File: config.mk
export PLATFORM = sky130hd
export DESIGN_NAME = instr_encoder
export DESIGN_NICKNAME = d
export VERILOG_FILES = /design/src/rtl/instr_pkg.sv /design/src/rtl/instr_pack.sv /design/src/rtl/instr_encoder.sv
export SDC_FILE = /design/constraint.sdc
export NUM_CORES = 1
export LEC_CHECK = 0
export CORE_UTILIZATION = 42
export CTS_CLUSTER_DIAMETER = 150
export CTS_CLUSTER_SIZE = 40
export DETAILED_ROUTE_END_ITERATION = 8
export MAX_ROUTING_LAYER = met4
export PLACE_DENSITY = 0.8
export SYNTH_ARGS = -nofsm -noshare
export SYNTH_HDL_FRONTEND = slang
export SYNTH_SLANG_ARGS = --single-unit
File: constraint.sdc
create_clock -name clk -period 2 [get_ports clk]
set_input_delay 0.4 -clock clk [delete_from_list [all_inputs] [get_ports clk]]
set_output_delay 0.4 -clock clk [all_outputs]
set_load 0.005 [all_outputs]
File: src/rtl/instr_pkg.sv
// rtl/instr_pkg.sv - RV32I format tags, opcodes and field positions shared with instruction_decode
package instr_pkg;

    typedef enum logic [2:0] {
        FMT_R = 3'd0,
        FMT_I = 3'd1,
        FMT_S = 3'd2,
        FMT_B = 3'd3,
        FMT_U = 3'd4,
        FMT_J = 3'd5
    } fmt_e;

    localparam logic [6:0] OP_IMM    = 7'b0010011;
    localparam logic [6:0] OP        = 7'b0110011;
    localparam logic [6:0] OP_LOAD   = 7'b0000011;
    localparam logic [6:0] OP_STORE  = 7'b0100011;
    localparam logic [6:0] OP_BRANCH = 7'b1100011;
    localparam logic [6:0] OP_LUI    = 7'b0110111;
    localparam logic [6:0] OP_AUIPC  = 7'b0010111;
    localparam logic [6:0] OP_JAL    = 7'b1101111;
    localparam logic [6:0] OP_JALR   = 7'b1100111;

    localparam logic [31:0] NOP_INSTR = 32'h0000_0013;

    localparam int unsigned OPCODE_LSB = 0;
    localparam int unsigned RD_LSB     = 7;
    localparam int unsigned FUNCT3_LSB = 12;
    localparam int unsigned RS1_LSB    = 15;
    localparam int unsigned RS2_LSB    = 20;
    localparam int unsigned FUNCT7_LSB = 25;

    // True when v[31:lsb] are all copies of one bit, i.e. v sign-extends from bit lsb.
    function automatic logic upper_uniform(input logic [31:0] v, input int unsigned lsb);
        logic [31:0] s;
        s = $signed(v) >>> lsb;
        return (s == '0) || (s == '1);
    endfunction

endpackage

File: src/rtl/instr_pack.sv
// rtl/instr_pack.sv - combinational format mux and immediate range checks for one field bundle
module instr_pack
    import instr_pkg::*;
(
    input  logic [2:0]  i_fmt,
    input  logic [6:0]  i_opcode,
    input  logic [4:0]  i_rd,
    input  logic [2:0]  i_funct3,
    input  logic [4:0]  i_rs1,
    input  logic [4:0]  i_rs2,
    input  logic [6:0]  i_funct7,
    input  logic [31:0] i_imm,
    output logic [31:0] o_word,
    output logic        o_err
);

    logic w_is_shift;

    assign w_is_shift = (i_opcode == OP_IMM) && ((i_funct3 == 3'b001) || (i_funct3 == 3'b101));

    always_comb begin
        o_word = NOP_INSTR;
        o_err  = 1'b0;
        case (fmt_e'(i_fmt))
            FMT_R: o_word = {i_funct7, i_rs2, i_rs1, i_funct3, i_rd, i_opcode};
            FMT_I: begin
                if (w_is_shift) begin
                    o_word = {i_funct7, i_imm[4:0], i_rs1, i_funct3, i_rd, i_opcode};
                    o_err  = |i_imm[31:5];
                end else begin
                    o_word = {i_imm[11:0], i_rs1, i_funct3, i_rd, i_opcode};
                    o_err  = !upper_uniform(i_imm, 11);
                end
            end
            FMT_S: begin
                o_word = {i_imm[11:5], i_rs2, i_rs1, i_funct3, i_imm[4:0], i_opcode};
                o_err  = !upper_uniform(i_imm, 11);
            end
            FMT_B: begin
                o_word = {i_imm[12], i_imm[10:5], i_rs2, i_rs1, i_funct3,
                          i_imm[4:1], i_imm[11], i_opcode};
                o_err  = !upper_uniform(i_imm, 12) || i_imm[0];
            end
            FMT_U: begin
                o_word = {i_imm[31:12], i_rd, i_opcode};
                o_err  = |i_imm[11:0];
            end
            FMT_J: begin
                o_word = {i_imm[20], i_imm[10:1], i_imm[11], i_imm[19:12], i_rd, i_opcode};
                o_err  = !upper_uniform(i_imm, 20) || i_imm[0];
            end
            // Illegal tags still produce a harmless word so the memory image stays executable.
            default: o_err = 1'b1;
        endcase
    end

endmodule

File: src/rtl/instr_encoder.sv
// rtl/instr_encoder.sv - streaming RV32I encoder with registered output, word address counter and full stop
module instr_encoder
    import instr_pkg::*;
#(
    parameter int DEPTH  = 256,
    parameter int ADDR_W = 8
) (
    input  logic              clk,
    input  logic              rst_n,
    input  logic              clear,
    input  logic              in_valid,
    output logic              in_ready,
    input  logic [2:0]        fmt,
    input  logic [6:0]        opcode,
    input  logic [4:0]        rd,
    input  logic [2:0]        funct3,
    input  logic [4:0]        rs1,
    input  logic [4:0]        rs2,
    input  logic [6:0]        funct7,
    input  logic [31:0]       imm,
    output logic              out_valid,
    input  logic              out_ready,
    output logic [31:0]       out_instr,
    output logic [ADDR_W-1:0] out_addr,
    output logic              out_err,
    output logic              err_sticky,
    output logic [ADDR_W:0]   count,
    output logic              full
);

    logic [31:0]     w_word;
    logic            w_err;
    logic            w_handshake;
    logic            w_accept;
    logic            w_full_pending;
    logic [ADDR_W:0] w_issued;

    logic              r_valid;
    logic [31:0]       r_instr;
    logic [ADDR_W-1:0] r_addr;
    logic              r_err;
    logic              r_sticky;
    logic [ADDR_W:0]   r_count;

    instr_pack u_pack (
        .i_fmt    (fmt),
        .i_opcode (opcode),
        .i_rd     (rd),
        .i_funct3 (funct3),
        .i_rs1    (rs1),
        .i_rs2    (rs2),
        .i_funct7 (funct7),
        .i_imm    (imm),
        .o_word   (w_word),
        .o_err    (w_err)
    );

    // Words handed off plus the one sitting in the register: also the next free address.
    assign w_issued       = r_count + {{ADDR_W{1'b0}}, r_valid};
    assign w_full_pending = w_issued >= (ADDR_W+1)'(DEPTH);
    assign w_handshake    = r_valid && out_ready;
    assign in_ready       = !clear && !w_full_pending && (!r_valid || out_ready);
    assign w_accept       = in_valid && in_ready;

    always_ff @(posedge clk or negedge rst_n) begin
        if (!rst_n) begin
            r_valid  <= 1'b0;
            r_instr  <= '0;
            r_addr   <= '0;
            r_err    <= 1'b0;
            r_sticky <= 1'b0;
            r_count  <= '0;
        end else if (clear) begin
            r_valid  <= 1'b0;
            r_sticky <= 1'b0;
            r_count  <= '0;
        end else begin
            if (w_handshake) begin
                r_count <= r_count + 1'b1;
            end
            if (w_accept) begin
                r_valid  <= 1'b1;
                r_instr  <= w_word;
                r_addr   <= w_issued[ADDR_W-1:0];
                r_err    <= w_err;
                r_sticky <= r_sticky | w_err;
            end else if (w_handshake) begin
                r_valid <= 1'b0;
            end
        end
    end

    assign out_valid  = r_valid;
    assign out_instr  = r_instr;
    assign out_addr   = r_addr;
    assign out_err    = r_err;
    assign err_sticky = r_sticky;
    assign count      = r_count;
    assign full       = r_count == (ADDR_W+1)'(DEPTH);

endmodule

==> Yosys cells after proc, flatten, opt, wreduce, memory -nomap -nowiden <==
Index checks and enable logic that the tools add are counted.
{ "totals": {"regBits": 52, "inputBits": 72, "output_inout_bits": 54, "word_cells": 62} }
{ "op_classes": {"add_sub_neg": 2, "n_lt_le_gt_ge": 1, "eq_ne": 12, "muxes": 11, "bitwise_logic": 2, "reduce_logical": 28} }
{ "op_table": {"columns": ["operator", "n"], "rows": [
  ["one-hot mux 32 bit (6 select lines)", 1],
  ["equality test 32 bit (second input constant)", 3],
  ["zero test 32 bit", 3],
  ["two-way mux 32 bit", 1],
  ["OR reduction 27 bit", 1],
  ["two-way mux 9 bit", 2],
  ["OR reduction 12 bit", 1],
  ["adder 9 x 1 -> 9 bit", 1],
  ["adder 9 x 1 -> 9 bit (second input constant)", 1],
  ["equality test 3 bit (second input constant)", 3],
  ["equality test 9 bit (second input constant)", 1],
  ["greater-or-equal comparator 9 bit (second input constant)", 1],
  ["equality test 7 x 5 -> 1 bit (second input constant)", 1],
  ["logical OR 1 bit", 7],
  ["equality test 3 x 1 -> 1 bit (second input constant)", 2],
  ["equality test 3 x 2 -> 1 bit (second input constant)", 2],
  ["zero test 1 bit", 6],
  ["two-way mux 1 bit", 6],
  ["one-hot mux 1 bit (6 select lines)", 1],
  ["logical AND 1 bit", 5],
  ["nonzero test 2 bit", 2],
  ["zero test 3 bit", 1],
  ["nonzero test 3 bit", 1],
  ["AND reduction 2 bit", 1],
  ["other kinds (2)", 2]
]} }

==> Logic depth before layout (Yosys ltp) <==
{ "depth": {"word_depth": 8, "depth_mapped": 9} }

==> By module <==
From an unflattened synthesis, not the netlist that was laid out.
{ "hier_totals": {"hier_cells": 301, "area_unflattened_um2": 3225.6} }
{ "by_module_without_submodules": {"columns": ["mod", "n_inst", "cells_per_inst", "area_per_inst_um2", "seq_area_each_um2"], "rows": [
  ["instr_encoder", 1, 165, 2397.3, 1301.2],
  ["instr_pack", 1, 136, 828.3, 0.0]
]} }

==> Worst setup path after synthesis <==
No wires, ideal clock.
{ "synth_path": {"path_kind": "reg-to-reg", "startpoint": "reg r_valid, in the netlist out_valid", "endpoint": "reg r_instr[26], in the netlist out_instr[26]", "setup_ns": 0.075, "t_arrival_ns": 1.827, "required_time_ns": 1.925, "setup_slack_ns": 0.098, "path_stages_with_launch": 10, "period_less_slack_ns": 1.902, "cell_sequence": "dfrtp_1 > ha_1 > ha_1 > nand4_1 > xor2_1 > and3_1 > buf_6 > o21ai_4 > buf_6 > o21ai_2"} }
{ "synth_via": {"elab_chain_cells": 7, "word_cells_on_any_way": 9, "classes_between": "add/sub (1); order compare (1); reduce/logical (7)"} }
{ "synth_lines": {"columns": ["element", "line_no", "text"], "rows": [
  ["from (decl)", "instr_encoder.sv:38", "logic r_valid;"],
  ["from (signal assigned)", "instr_encoder.sv:67", "r_valid <= 1'b0;"],
  ["from (signal assigned)", "instr_encoder.sv:74", "r_valid <= 1'b0;"],
  ["from (signal assigned)", "instr_encoder.sv:82", "r_valid <= 1'b1;"],
  ["adder 9 x 1 -> 9 bit", "instr_encoder.sv:59", "assign w_issued = r_count + {{ADDR_W{1'b0}}, r_valid};"],
  ["greater-or-equal comparator 9 bit", "instr_encoder.sv:60", "assign w_full_pending = w_issued >= (ADDR_W+1)'(DEPTH);"],
  ["zero test 1 bit", "instr_encoder.sv:62", "assign in_ready = !clear && !w_full_pending && (!r_valid || out_ready);"],
  ["logical AND 1 bit", "instr_encoder.sv:62", null],
  ["logical AND 1 bit (*)", "instr_encoder.sv:62", null],
  ["logical AND 1 bit (*)", "instr_encoder.sv:63", "assign w_accept = in_valid && in_ready;"],
  ["AND reduction 2 bit (no line) (*)", null, null],
  ["to (signal assigned)", "instr_encoder.sv:83", "r_instr <= w_word;"],
  ["to (decl)", "instr_encoder.sv:39", "logic [31:0] r_instr;"]
]} }
Every way passes the cells marked *; elsewhere a longest branch is shown, timed or not.
A chain may end at the register's enable or synchronous reset.

==> Worst setup path after layout <==
{ "layout_path": {"startpoint": "reg r_count[0], in the netlist count[0]", "endpoint": "out in_ready"} }
{ "layout_via": {"elab_chain_cells": 5} }
{ "layout_lines": {"columns": ["element", "line_no", "text"], "rows": [
  ["from (decl)", "instr_encoder.sv:43", "logic [ADDR_W:0] r_count;"],
  ["from (signal assigned)", "instr_encoder.sv:79", "r_count <= r_count + 1'b1;"],
  ["adder 9 x 1 -> 9 bit", "instr_encoder.sv:59", null],
  ["greater-or-equal comparator 9 bit", "instr_encoder.sv:60", null],
  ["zero test 1 bit", "instr_encoder.sv:62", null],
  ["logical AND 1 bit (2 in a row)", "instr_encoder.sv:62", null],
  ["to (decl)", "instr_encoder.sv:12", "output logic in_ready,"]
]} }
Every way passes these cells.

==> impl_results.md <==
- Crit Path Max Fanout: 2
- Post-synth EDFFs: 0
- Final Max Slew Viols: 0
- Clk buf depth: 2
- Share of cells above drive strength 1: 34.5%
- Placer's final routability congestion estimate: a little over 0.9
- Post-route total power: 2.88 mW
- Switching power: ~0.91 mW
- Largest net degree at the start of global routing: 35
- Initial core utilization: 44.5%
- P per Cell Area: 537 nW/um2
- Ys async rst share: 100%
- #FFs+latches synth: 52
- DRT iter0 DRCs: approximately 370
- Worst reg2reg startpoint: count[0]
- Overall routing resource usage: 29.1%
- Setup TNS: -0.245 ns
- Final worst path period share: 105%
- Post-layout minimum cycle time: about 2.1 ns
- Sequential element share of the synthesized area: ~45%
- Comb pwr share: 34.1%
- Port Buffer Count: about 130
- Layout Nets: about 570
- 1st-pass router iterations: 8
- Detail Route Antenna Nets: 0
- Fillers: around 310
- Final instance area: ~5400 um2
- Die Y: 84.7 um
- Global-route wire length before repair: roughly 16000 um
- Total grt overflow: 0
- Synthesized area per cell: 9.39 um2
- Fmax: ~480 MHz
- Yosys warning total: 0
- WL final: between 10000 and 15000 um
- Area after DPL: between 4000 and 5000 um2
- Worst skew pair latency: approximately 0.32 ns
- Vias in the first global route: between 3000 and 4000
- Share of the synthesized area in the top cell type: 45.3%
- Pre-CTS setup slack: -0.444 ns
- Area contributors post-synth: dfrtp_1 (45%), nor2_1 (6.1%), nand2_1 (4.6%)
- Area Overhead vs Synth: 86.8%
- Placed Cells: approximately 550
- Std-Cell Rows: 29
- TritonCTS Sinks: 52
- Clock power frac: between 20% and 30%
- Layout Skew: 0.00877 ns
- Max Cap Viol: 0
- Status: complete, but fails checks
- Post-Synthesis Cells: 306
- Critical Path Start: count[0]
- CP arrival: between 1.5 and 2 ns
- Final Core Density: between 80 and 90%
- HP Class: in2async
- Finished Layout Cells: between 500 and 600
- N_diodes: 0
- Internal: around 2.0 mW
- Actual slew at the worst max-slew pin: 0.747 ns
- Leak pwr: approximately 2.4 nW
- Cell taking the most area after synthesis: dfrtp_1
- Final Hold Viols: 0
- Die X: about 85 um
- Clock slew at reported path FFs: approximately 0.1 ns
- Number of buffers created by CTS: 5
- Post-DR vias/cell: about 6.2
- Hold_ws: 0.0850 ns
- DRC: 8
- Switching part of the total: a little under a third
- Crit Path Class: reg2out
- Count of endpoints failing setup in the final report: 9
- CTS root buffer: clkbuf_8
- Via count: 3560
- Crit start category: flip-flop
- Relative slew slack: 49.7%
- CTS tree: built
- Top FF cell, synth: dfrtp_1
- IR drop worst, VDD: 0.368 mV
- Core box area: approximately 6500 um2
- Net Count, Synth: approximately 380
- Synth cell types: between 40 and 50
- Antenna violations before repair: 0
- Seq pwr share: 43.5%
- DR WL/cell: roughly 22 um
- Io pins: about 130
- Worst setup margin: -0.100 ns
- Worst Setup End Kind: output pin
- Die area: 7170 um2
- CP required: ~1.6 ns
- Post-Syn Area: between 2000 and 3000 um2
- Failing checks: design-rule violations, negative setup slack
- Setup repair after global routing missed its margin: yes
- DP HPWL: 7360 um
- H-Tree Depth: 2
## worst max-delay path, stage by stage, from the launching register on
cell	delay, ns
dfrtp_1	0.41
ha_2	0.22
ha_4	0.16
nand4_1	0.13
xor2_1	0.20
and2_1	0.16
buf_2	0.11
## layout by cell type, fill, tap and decap left out, types with 10 or more instances in the layout
cell type | Yosys | routed
a221oi_2 | 0 | 10
dfrtp_1 | 52 | 52
o21ai_2 | 10 | 14
nand2_1 | 35 | 18
dlygate4sd2_1 | 0 | 10
buf_4 | 2 | 62
nand2_2 | 0 | 11
xor2_1 | 10 | 10
clkdlybuf4s50_1 | 0 | 92
dlymetal6s2s_1 | 0 | 20
nor2_1 | 47 | 43
## synthesized netlist by cell type (2+ instances only)
library cell  number
mux2_2             3
o21ai_2           10
o21ai_0           14
buf_4              2
a31oi_1            3
xor2_1            10
ha_1               4
nand2_1           35
nor2b_1            5
and3_1             3
a22o_1             4
a221oi_1          12
a21oi_1           11
buf_2              6
clkbuf_1           5
nor2_1            47
o22a_1             3
buf_6              4
dfrtp_1           52
nor4_1             9
a22oi_1            5
and4_1             3
nand4_1            8
nor3_1             4
inv_1              4
xnor2_1            5
nand3_1           11
a222oi_1           6
## cells by family after synthesis
| kind of cell | Yosys count | share of synthesized area [%] |
|---|---|---|
| AOI/OAI and AO/OA | 77 | 20.8 |
| xor gates and xnor gates | 15 | 4.57 |
| adders and majority gates | 4 | 1.74 |
| buffers and inverters | 23 | 4.57 |
| DFF | 52 | 45.3 |
| muxes | 4 | 1.52 |
| and+or+nand+nor | 131 | 21.5 |
## cell type report
class	instances	area, um2	share of cell area (%)
repair buffers	202	1980	36.9
inverters	5	22.5	0.420
clock inverters	3	27.5	0.513
well taps	77	96.3	1.80
multi-input cells	232	1870	34.8
clock buffers	5	68.8	1.28
flip-flops and latches	52	1300	24.3
## flip-flops by register name, summed over array words and instances, names as in the netlist
name / flops
count: 9
err_sticky: 1
out_addr: 8
out_err: 1
out_instr: 32
out_valid: 1
## final timing paths
kind | endpoint | slack (ns) | depth (start not counted)
worst max-delay path | in_ready | -0.10 | 6
worst min-delay path | out_instr[20] | 0.08 | 1
worst max register to register | out_instr[21] | -0.02 | 10
worst min register to register | out_addr[1] | 0.48 | 2
max in group asynchronous | count[0] | 1.34 | 2
min in group clk | out_instr[1] | 0.36 | 2
## routing by layer
layer	track usage, %	part of all wire (%)
met1	35.4	37
met2	48.8	51
met3	5.41	7.6
met4	9.40	4.8
met5	-	0
## power by group through the flow
stage / clock (mW) / combinational (mW) / sequential, mW
floorplan: 0 / 0.247 / 1.26
global placement: 0 / 0.790 / 1.25
detailed placement: 0 / 0.810 / 1.25
CTS: 0.646 / 0.820 / 1.23
global route: 0.703 / 1.03 / 1.27
finish: 0.648 / 0.982 / 1.25
## repair_timing
item                                    in CTS  in global routing
buffers inserted                             1                  8
pin swaps                                   16                 35
hold buffers                                 0                  0
resized for setup                           34                106
gates cloned                                 1                  5
endpoints found under the setup margin      24                 36
No activity file was read; power rests on OpenSTA's default activity.
